[src/rtl/move_cmd_scheduler.sv]
// Movement command scheduler: FIFO intake, one-at-a-time issue, per-frame quota.
// Optional OPPOSITE_CANCEL_EN: an opposite request removes the FIFO tail.
module move_cmd_scheduler #(
  parameter int FIFO_DEPTH = 4,
  parameter int MAX_CMDS_PER_FRAME = 1,
  parameter int TIMEOUT_CYCLES = 1023,
  localparam int AW = $clog2(FIFO_DEPTH),
  localparam int CW = AW + 1,
  localparam int TW = (TIMEOUT_CYCLES > 1) ? $clog2(TIMEOUT_CYCLES) : 1
) (
  input  logic          clk_in,
  input  logic          rst_in,
  input  logic          fwd_pulse,
  input  logic          bwd_pulse,
  input  logic          leftRot_pulse,
  input  logic          rightRot_pulse,
  input  logic          frame_switch,
  output logic          cmd_valid,
  output logic [1:0]    cmd_op,
  input  logic          cmd_ready,
  input  logic          done_in,
  output logic          commit_out,
  output logic          busy_out,
  output logic [CW-1:0] fifo_count,
  output logic [7:0]    drop_count,
  output logic          timeout_err
);

  typedef enum logic [1:0] {
    IDLE,
    ISSUE,
    WAIT_DONE
  } state_e;

  state_e        state_q;
  logic [1:0]    mem_q [FIFO_DEPTH];
  logic [AW-1:0] rd_q;
  logic [AW-1:0] wr_q;
  logic [CW-1:0] cnt_q;
  logic [3:0]    fcmd_q;
  logic [TW-1:0] tmr_q;
  logic          pend_q;
  logic          commit_q;
  logic          valid_q;
  logic          terr_q;
  logic [1:0]    op_q;
  logic [7:0]    drop_q;

  logic          req;
  logic [1:0]    req_op;
  logic [2:0]    npulse;
  logic          full;
  logic          hs;
  logic          push;
  logic          cancel;
  logic          go;
  logic [2:0]    drop_inc;
  logic [8:0]    drop_sum;
  logic [AW-1:0] tail_ptr;

  always_comb begin
    npulse = 3'(fwd_pulse) + 3'(bwd_pulse)
           + 3'(leftRot_pulse) + 3'(rightRot_pulse);
    req = (npulse != 3'd0);
    priority case (1'b1)
      fwd_pulse:     req_op = 2'd0;
      bwd_pulse:     req_op = 2'd1;
      leftRot_pulse: req_op = 2'd2;
      default:       req_op = 2'd3;
    endcase
  end

  assign tail_ptr = wr_q - AW'(1);

`ifdef OPPOSITE_CANCEL_EN
  logic [1:0] tail_op;
  assign tail_op = mem_q[tail_ptr];
  // The head being offered in ISSUE must not vanish under the engine.
  assign cancel = req && (cnt_q != '0)
                && ((req_op ^ 2'b01) == tail_op)
                && !((state_q == ISSUE) && (cnt_q == CW'(1)));
`else
  assign cancel = 1'b0;
`endif

  assign full     = (cnt_q == CW'(FIFO_DEPTH));
  assign hs       = valid_q & cmd_ready;
  assign push     = req & ~cancel & ~full;
  assign drop_inc = (req ? (npulse - 3'd1) : 3'd0)
                  + 3'(req & ~cancel & full);
  assign drop_sum = 9'(drop_q) + 9'(drop_inc);
  assign go       = (cnt_q != '0)
                  && !(cancel && (cnt_q == CW'(1)))
                  && (fcmd_q < 4'(MAX_CMDS_PER_FRAME));

  always_ff @(posedge clk_in) begin
    if (push) mem_q[wr_q] <= req_op;
  end

  always_ff @(posedge clk_in) begin
    if (rst_in) begin
      state_q  <= IDLE;
      rd_q     <= '0;
      wr_q     <= '0;
      cnt_q    <= '0;
      fcmd_q   <= '0;
      tmr_q    <= '0;
      pend_q   <= 1'b0;
      commit_q <= 1'b0;
      valid_q  <= 1'b0;
      terr_q   <= 1'b0;
      op_q     <= '0;
      drop_q   <= '0;
    end else begin
      if (push)   wr_q <= wr_q + AW'(1);
      if (cancel) wr_q <= tail_ptr;
      if (hs)     rd_q <= rd_q + AW'(1);
      cnt_q    <= cnt_q + CW'(push) - CW'(hs) - CW'(cancel);
      drop_q   <= (drop_sum > 9'd255) ? 8'hff : drop_sum[7:0];
      fcmd_q   <= (frame_switch ? 4'd0 : fcmd_q) + 4'(hs);
      commit_q <= frame_switch & pend_q;
      if (frame_switch) pend_q <= 1'b0;
      unique case (state_q)
        IDLE: begin
          if (go) begin
            state_q <= ISSUE;
            valid_q <= 1'b1;
            op_q    <= mem_q[rd_q];
          end
        end
        ISSUE: begin
          if (cmd_ready) begin
            state_q <= WAIT_DONE;
            valid_q <= 1'b0;
            tmr_q   <= '0;
          end
        end
        WAIT_DONE: begin
          if (done_in) begin
            pend_q  <= 1'b1;
            state_q <= IDLE;
          end else if (tmr_q == TW'(TIMEOUT_CYCLES - 1)) begin
            terr_q  <= 1'b1;
            state_q <= IDLE;
          end else begin
            tmr_q <= tmr_q + TW'(1);
          end
        end
        default: state_q <= IDLE;
      endcase
    end
  end

  assign cmd_valid   = valid_q;
  assign cmd_op      = op_q;
  assign commit_out  = commit_q;
  assign busy_out    = (state_q != IDLE) || (cnt_q != '0);
  assign fifo_count  = cnt_q;
  assign drop_count  = drop_q;
  assign timeout_err = terr_q;

endmodule

[config.mk]
export PLATFORM = sky130hd
export DESIGN_NAME = move_cmd_scheduler
export DESIGN_NICKNAME = d
export VERILOG_FILES = /design/src/rtl/move_cmd_scheduler.sv
export SDC_FILE = /design/constraint.sdc
export NUM_CORES = 1
export LEC_CHECK = 0
export BUFFER_PORTS_ARGS = -buffer_cell sky130_fd_sc_hd__buf_4
export CAP_MARGIN = 20
export CORE_MARGIN = 4
export CORE_UTILIZATION = 57
export CTS_CLUSTER_DIAMETER = 150
export DETAILED_ROUTE_END_ITERATION = 6
export GPL_ROUTABILITY_DRIVEN = 0
export PLACE_DENSITY = 0.76
export SYNTH_ARGS = -nofsm -noshare
export SYNTH_HDL_FRONTEND = slang
export SYNTH_SLANG_ARGS = --single-unit
export TNS_END_PERCENT = 50
[constraint.sdc]
create_clock -name clk_in -period 5.02 [get_ports clk_in]
set_input_delay 0.502 -clock clk_in [delete_from_list [all_inputs] [get_ports clk_in]]
set_output_delay 0.502 -clock clk_in [all_outputs]
set_load 0.005 [all_outputs]
# After elaboration in Yosys (flattened, before gate mapping)
# Memories as Yosys holds them, arrays and structs flattened. A register that Yosys moved wholly into a read port is not among the register bits.
# Cells that the tools add are included.
[totals] reg_bits=35 mem_bits_rw=8 inputBits=9 out_inout_bits=17 word_cells=77 mem_count=1
[op_classes] add_sub_neg=12 order_cmp=2 eq_ne=9 muxes=23 bitwise_logic=6 reduce_logical=13
[mem_list] name="mem_q" depth=4 width=2 rd=1 rd_ports_with_merged_regs=1 write_ports=1 line_no="36" source="logic [1:0] mem_q [FIFO_DEPTH];"
[op_table] op="$mux 10" count=3
[op_table] op="$pmux 10 s2" count=1
[op_table] op="$mux 2" count=6
[op_table] op="$add 10x1->10 const B" count=1
[op_table] op="$eq 10x10->1 const B" count=1
[op_table] op="$add 3x1->3" count=3
[op_table] op="$add 8x3->9" count=1
[op_table] op="$gt 9x8->1 const B" count=1
[op_table] op="$reduce_and 3->1" count=3
[op_table] op="$mux 1" count=8
[op_table] op="$mux 8" count=1
[op_table] op="$ne 2x2->1 const B" count=4
[op_table] op="$pmux 2 s3" count=1
[op_table] op="$reduce_bool 2->1" count=3
[op_table] op="$reduce_bool 3->1" count=2
[op_table] op="$add 2x1->2 const B" count=2
[op_table] op="$add 4x1->4" count=1
[op_table] op="$and 1x1->1" count=4
[op_table] op="$lt 4x1->1 const B" count=1
[op_table] op="$mux 4" count=1
[op_table] op="$reduce_and 4->1" count=1
[op_table] op="$add 2x1->3" count=1
[op_table] op="$eq 3x3->1 const B" count=1
[op_table] op="$mux 3" count=1
[op_table] op="12 further kinds" count=13

# Depth between registers and ports, before layout
[depth] ltp_word=9 depth_mapped=18

# Worst setup path after synthesis
# No wires, ideal clock.
[synth_path] kind="input to register" from="input port fwd_pulse" to="register drop_q[7] (netlist: drop_count[7])" arrival_ps=3627 t_required_ps=4884 path_slack_ps=1257 stages=17 cell_sequence="inv_1 -> fa_1 -> inv_1 -> ha_1 -> ha_1 -> inv_1 -> ha_1 -> nor2b_1 -> nor2_1 -> ha_1 -> ha_1 -> xnor2_1 -> ha_1 -> nor2b_1 -> o21a_1 -> a2111oi_0 -> a211oi_1"
[synth_between] elab_chain_len=9 elab_cells_between_ends=11 cone_classes="add/sub (6); order compare (1); mux (2); bitwise (1); reduce/logical (1)"
[synth_rtl] item="from (decl)" line_no="13" source="input logic fwd_pulse,"
[synth_rtl] item="$add 1x1->2 *" line_no="62" source="npulse = 3'(fwd_pulse) + 3'(bwd_pulse)"
[synth_rtl] item="$add 2x1->3 *" line_no="63" source="+ 3'(leftRot_pulse) + 3'(rightRot_pulse);"
[synth_rtl] item="$add 3x1->3 *" line_no="63"
[synth_rtl] item="$sub 3x1->3 / $reduce_bool 3->1 (equally long branches)" line_no="89, 64"
[synth_rtl] item="$mux 3 / $and 1x1->1 (equally long branches)" line_no="89, 90"
[synth_rtl] item="$add 3x1->3 *" line_no="90" source="+ 3'(req & ~cancel & full);"
[synth_rtl] item="$add 8x3->9 *" line_no="91" source="assign drop_sum = 9'(drop_q) + 9'(drop_inc);"
[synth_rtl] item="$gt 9x8->1" line_no="119" source="drop_q <= (drop_sum > 9'd255) ? 8'hff : drop_sum[7:0];"
[synth_rtl] item="$mux 8 *" line_no="119"
[synth_rtl] item="to (signal assigned)" line_no="119"
[synth_rtl] item="to (decl)" line_no="47" source="logic [7:0] drop_q;"
# Every way passes the cells marked *; elsewhere a longest branch is shown, timed or not.
# A chain may end at the register's enable or synchronous reset.

# Worst setup path after layout
# Ends and elaborated chain as after synthesis.

==> results_dict.tcl <==
set metrics [dict create \
    period_minus_slack_ns 3.88 \
    number_of_hold_buffers_added_after_cts 0 \
    worst_path_setup_slack_after_routing_ns 1.14 \
    run_status "finished clean" \
    cts_tree "done" \
    maxSlewViolCount 0 \
    total_routed_wirelength_mm 4.19 \
    timing.setup.critical_path_class "in -> reg" \
    buffer_ports.inserted 25 \
    critPathCaptureType "register" \
    drive_above_1_share_pct 14.2 \
    ys_warn_count 0 \
    drt-initial-drc-count 100 \
    synth-edff-count 8 \
    detailroute.via_count 1707 \
    cpMostUsedCell "sky130_fd_sc_hd__ha_1" \
    timing.setup.tns_ns 0 \
    drt_pre_antenna_iters 4 \
    cts-resized-gates 0 \
    cap_violations 0 \
    pin_count 26 \
    path_clk_slew_ns 0.09 \
    final_cell_area_excluding_filler_cells_um2 2600 \
    synthDistinctLibCells 42 \
    grt_pass1_vias 1665 \
    timing.final.setup_violations 0 \
    cts_setup_buffers 0 \
    worstSetupStartpointType "primary input" \
    die_area_um2 5050 \
    ant_nets 0 \
    clk-insertion-delay-late_ns 0.30 \
    synth_area_per_cell_um2 9.81 \
    cp_cell_sequence "buf_4, inv_1, fa_1, inv_1, ha_1, ha_1, inv_1, ha_1, nor2b_1, nor2_1, ha_1, ha_1, xnor2_1, ha_1, nor2b_1, o21a_1, a2111oi_0, a211oi_1" \
    initial_antenna_violation_count 0 \
    die_width_um 71.1 \
    fillers 304 \
    grt_start_max_net_pins 33 \
    drc_errors 0 \
    y_dimension_of_the_die_um 71.1 \
    antenna_cells 0 \
    synthesis.instances 231 \
    synth_top_cells_by_area "sky130_fd_sc_hd__dfxtp_1, sky130_fd_sc_hd__ha_1, sky130_fd_sc_hd__edfxtp_1, sky130_fd_sc_hd__a21oi_1, sky130_fd_sc_hd__inv_1" \
    crit_arrival_ns 4.05 \
    placement.cell_area_um2 2490 \
    floorplan.initialDensity_pct 60.6 \
    number_of_hold_slack_violations_in_the_final_timing_report 0 \
    final_core_occ_pct 69.6 \
    worst-path-max-fanout 6 \
    async_flop_share_pct 0 \
    mappedNetlistNets 263 \
    layout.area.seq_um2 981 \
    maximum_clock_rate_ghz 0.258 \
    cellPowerDensity_nw_per_um2 454 \
    irDropWorstVdd_mv 0.299 \
    fin_nets 291 \
    vias_per_cell 5.54 \
    core-area_um2 3740 \
    global_route.usage.total_pct 17.7 \
    crit_family "adder cells" \
    yosys_most_used_dff "sky130_fd_sc_hd__dfxtp_1" \
    actual_slew_at_the_worst_max_slew_pin_ns 0.954 \
    postSynthRegisterBits 45 \
    placement_rows 22 \
    synth.largest_area_cell "sky130_fd_sc_hd__dfxtp_1" \
    holdWs_ns 0.405 \
    leakage_power_summed_over_all_cells_nw 1.07 \
    htree_levels 2 \
    synth_area_um2 2270 \
    rsz0062_at_grt "no" \
    total_overflow_reported_by_the_global_router 0 \
    areaGrowthSynthToFinish_pct 14.8 \
    cts_bufs_inserted 5 \
    timing.slew.headroom_pct 35.9 \
    routed_wire_length_per_instance_um 13.6 \
    hold_path_class "in -> reg" \
    regToRegSetupSlack_ns 2.45 \
    ys_seq_area_share_pct 43.3 \
    detailedPlace.worstSlack_ns 0.833 \
    cts_root_buf "sky130_fd_sc_hd__clkbuf_8" \
    detailedPlacementHpwl_mm 3.10 \
    synthDominantCellAreaShare_pct 32.7 \
    critical-path-max-stage-delay_ns 0.56 \
    cp_slowest_cell "sky130_fd_sc_hd__fa_1" \
    grt_pass1_wl_mm 7.16 \
    timing.critical_path.buf_inv 4 \
    tritoncts_num_sinks 45 \
    cts_buffer_depth 2 \
    fin_clk_skew_ns 0.00992 \
    worst-endpoint-required_ns 5.19 \
    final_period_util_pct 77.3 \
    footprint_of_the_multi_input_gates_um2 1180 \
]
synthesized netlist by cell type, drive strengths merged, types with 5 or more instances:
cell,number
mux2i,5
dfxtp,37
ha,20
and2,5
inv,22
nor3,6
xor2,5
nor2b,8
o31ai,5
xnor2,5
nand2,11
edfxtp,8
nand3,7
a21oi,20
nor2,18
logic make-up (layout without fill, tap and decap cells):
family	Yosys count	count (layout)	share of synthesized area [%]
simple gates	80	80	19.6
buf+inv	26	55	4.64
xor+xnor	10	10	3.86
flops	45	45	43.3
compound gates	40	40	10.8
mux	7	7	4.19
fa+ha+maj	23	23	13.7
path summary, 6_finish.rpt:
kind	from	cells past startpoint	to
max reg2reg	fifo_count[1]	11	fifo_count[2]
min reg2reg	pend_q	2	commit_out
max	fwd_pulse	18	drop_count[7]
min	frame_switch	2	fcmd_q[3]
registers in the layout, summed over array words and instances (netlist names):
name	flops
tmr_q	10
drop_count	8
mem_q	8
fcmd_q	4
fifo_count	3
cmd_op	2
rd_q	2
state_q	2
wr_q	2
cmd_valid	1
commit_out	1
pend_q	1
timeout_err	1
power breakdown:
part	switching (mW)	internal (mW)
sequential	0.0638	0.446
combinational	0.196	0.205
clock	0.122	0.149
final cells by class:
cell class / count / share of cell area [%]
Timing Repair Buffer: 25 / 7.21
Inverter: 22 / 3.17
Clock buffer: 6 / 2.79
Tap cell: 48 / 2.31
Multi-Input combinational cell: 160 / 45.4
Clock inverter: 2 / 1.49
Sequential cell: 45 / 37.7
cells in the final DEF (no fill, tap or decap), types with 4 or more instances in the layout:
cell,Yosys,layout
sky130_fd_sc_hd__a21oi_1,20,20
sky130_fd_sc_hd__and2_1,5,5
sky130_fd_sc_hd__buf_4,0,25
sky130_fd_sc_hd__clkbuf_8,0,5
sky130_fd_sc_hd__dfxtp_1,37,37
sky130_fd_sc_hd__edfxtp_1,8,8
sky130_fd_sc_hd__ha_1,20,20
sky130_fd_sc_hd__inv_1,22,22
sky130_fd_sc_hd__mux2i_1,5,5
sky130_fd_sc_hd__nand2_1,11,11
sky130_fd_sc_hd__nand3_1,7,7
sky130_fd_sc_hd__nand3b_1,4,4
sky130_fd_sc_hd__nor2_1,18,18
sky130_fd_sc_hd__nor2b_1,8,8
sky130_fd_sc_hd__nor3_1,6,6
sky130_fd_sc_hd__o31ai_1,4,4
sky130_fd_sc_hd__or3_1,4,4
sky130_fd_sc_hd__or4_1,4,4
sky130_fd_sc_hd__xnor2_1,5,5
sky130_fd_sc_hd__xor2_1,5,5
layer usage:
layer	up-vias	track usage, %	wire length, um
met3	8	5.11	169
met2	26	29.2	1980
met1	811	21.4	1960
met4	0	7.31	85
met5	-	0	0
li1	862	-	-
stage by stage:
stage          cells  power (mW)
6_report         308        1.18
5_1_grt          308        1.28
4_1_cts          308        1.20
3_5_place_dp     300       0.922
3_3_place_gp     300       0.908
2_1_floorplan    231       0.777
Power figures use the tool's default switching activity.
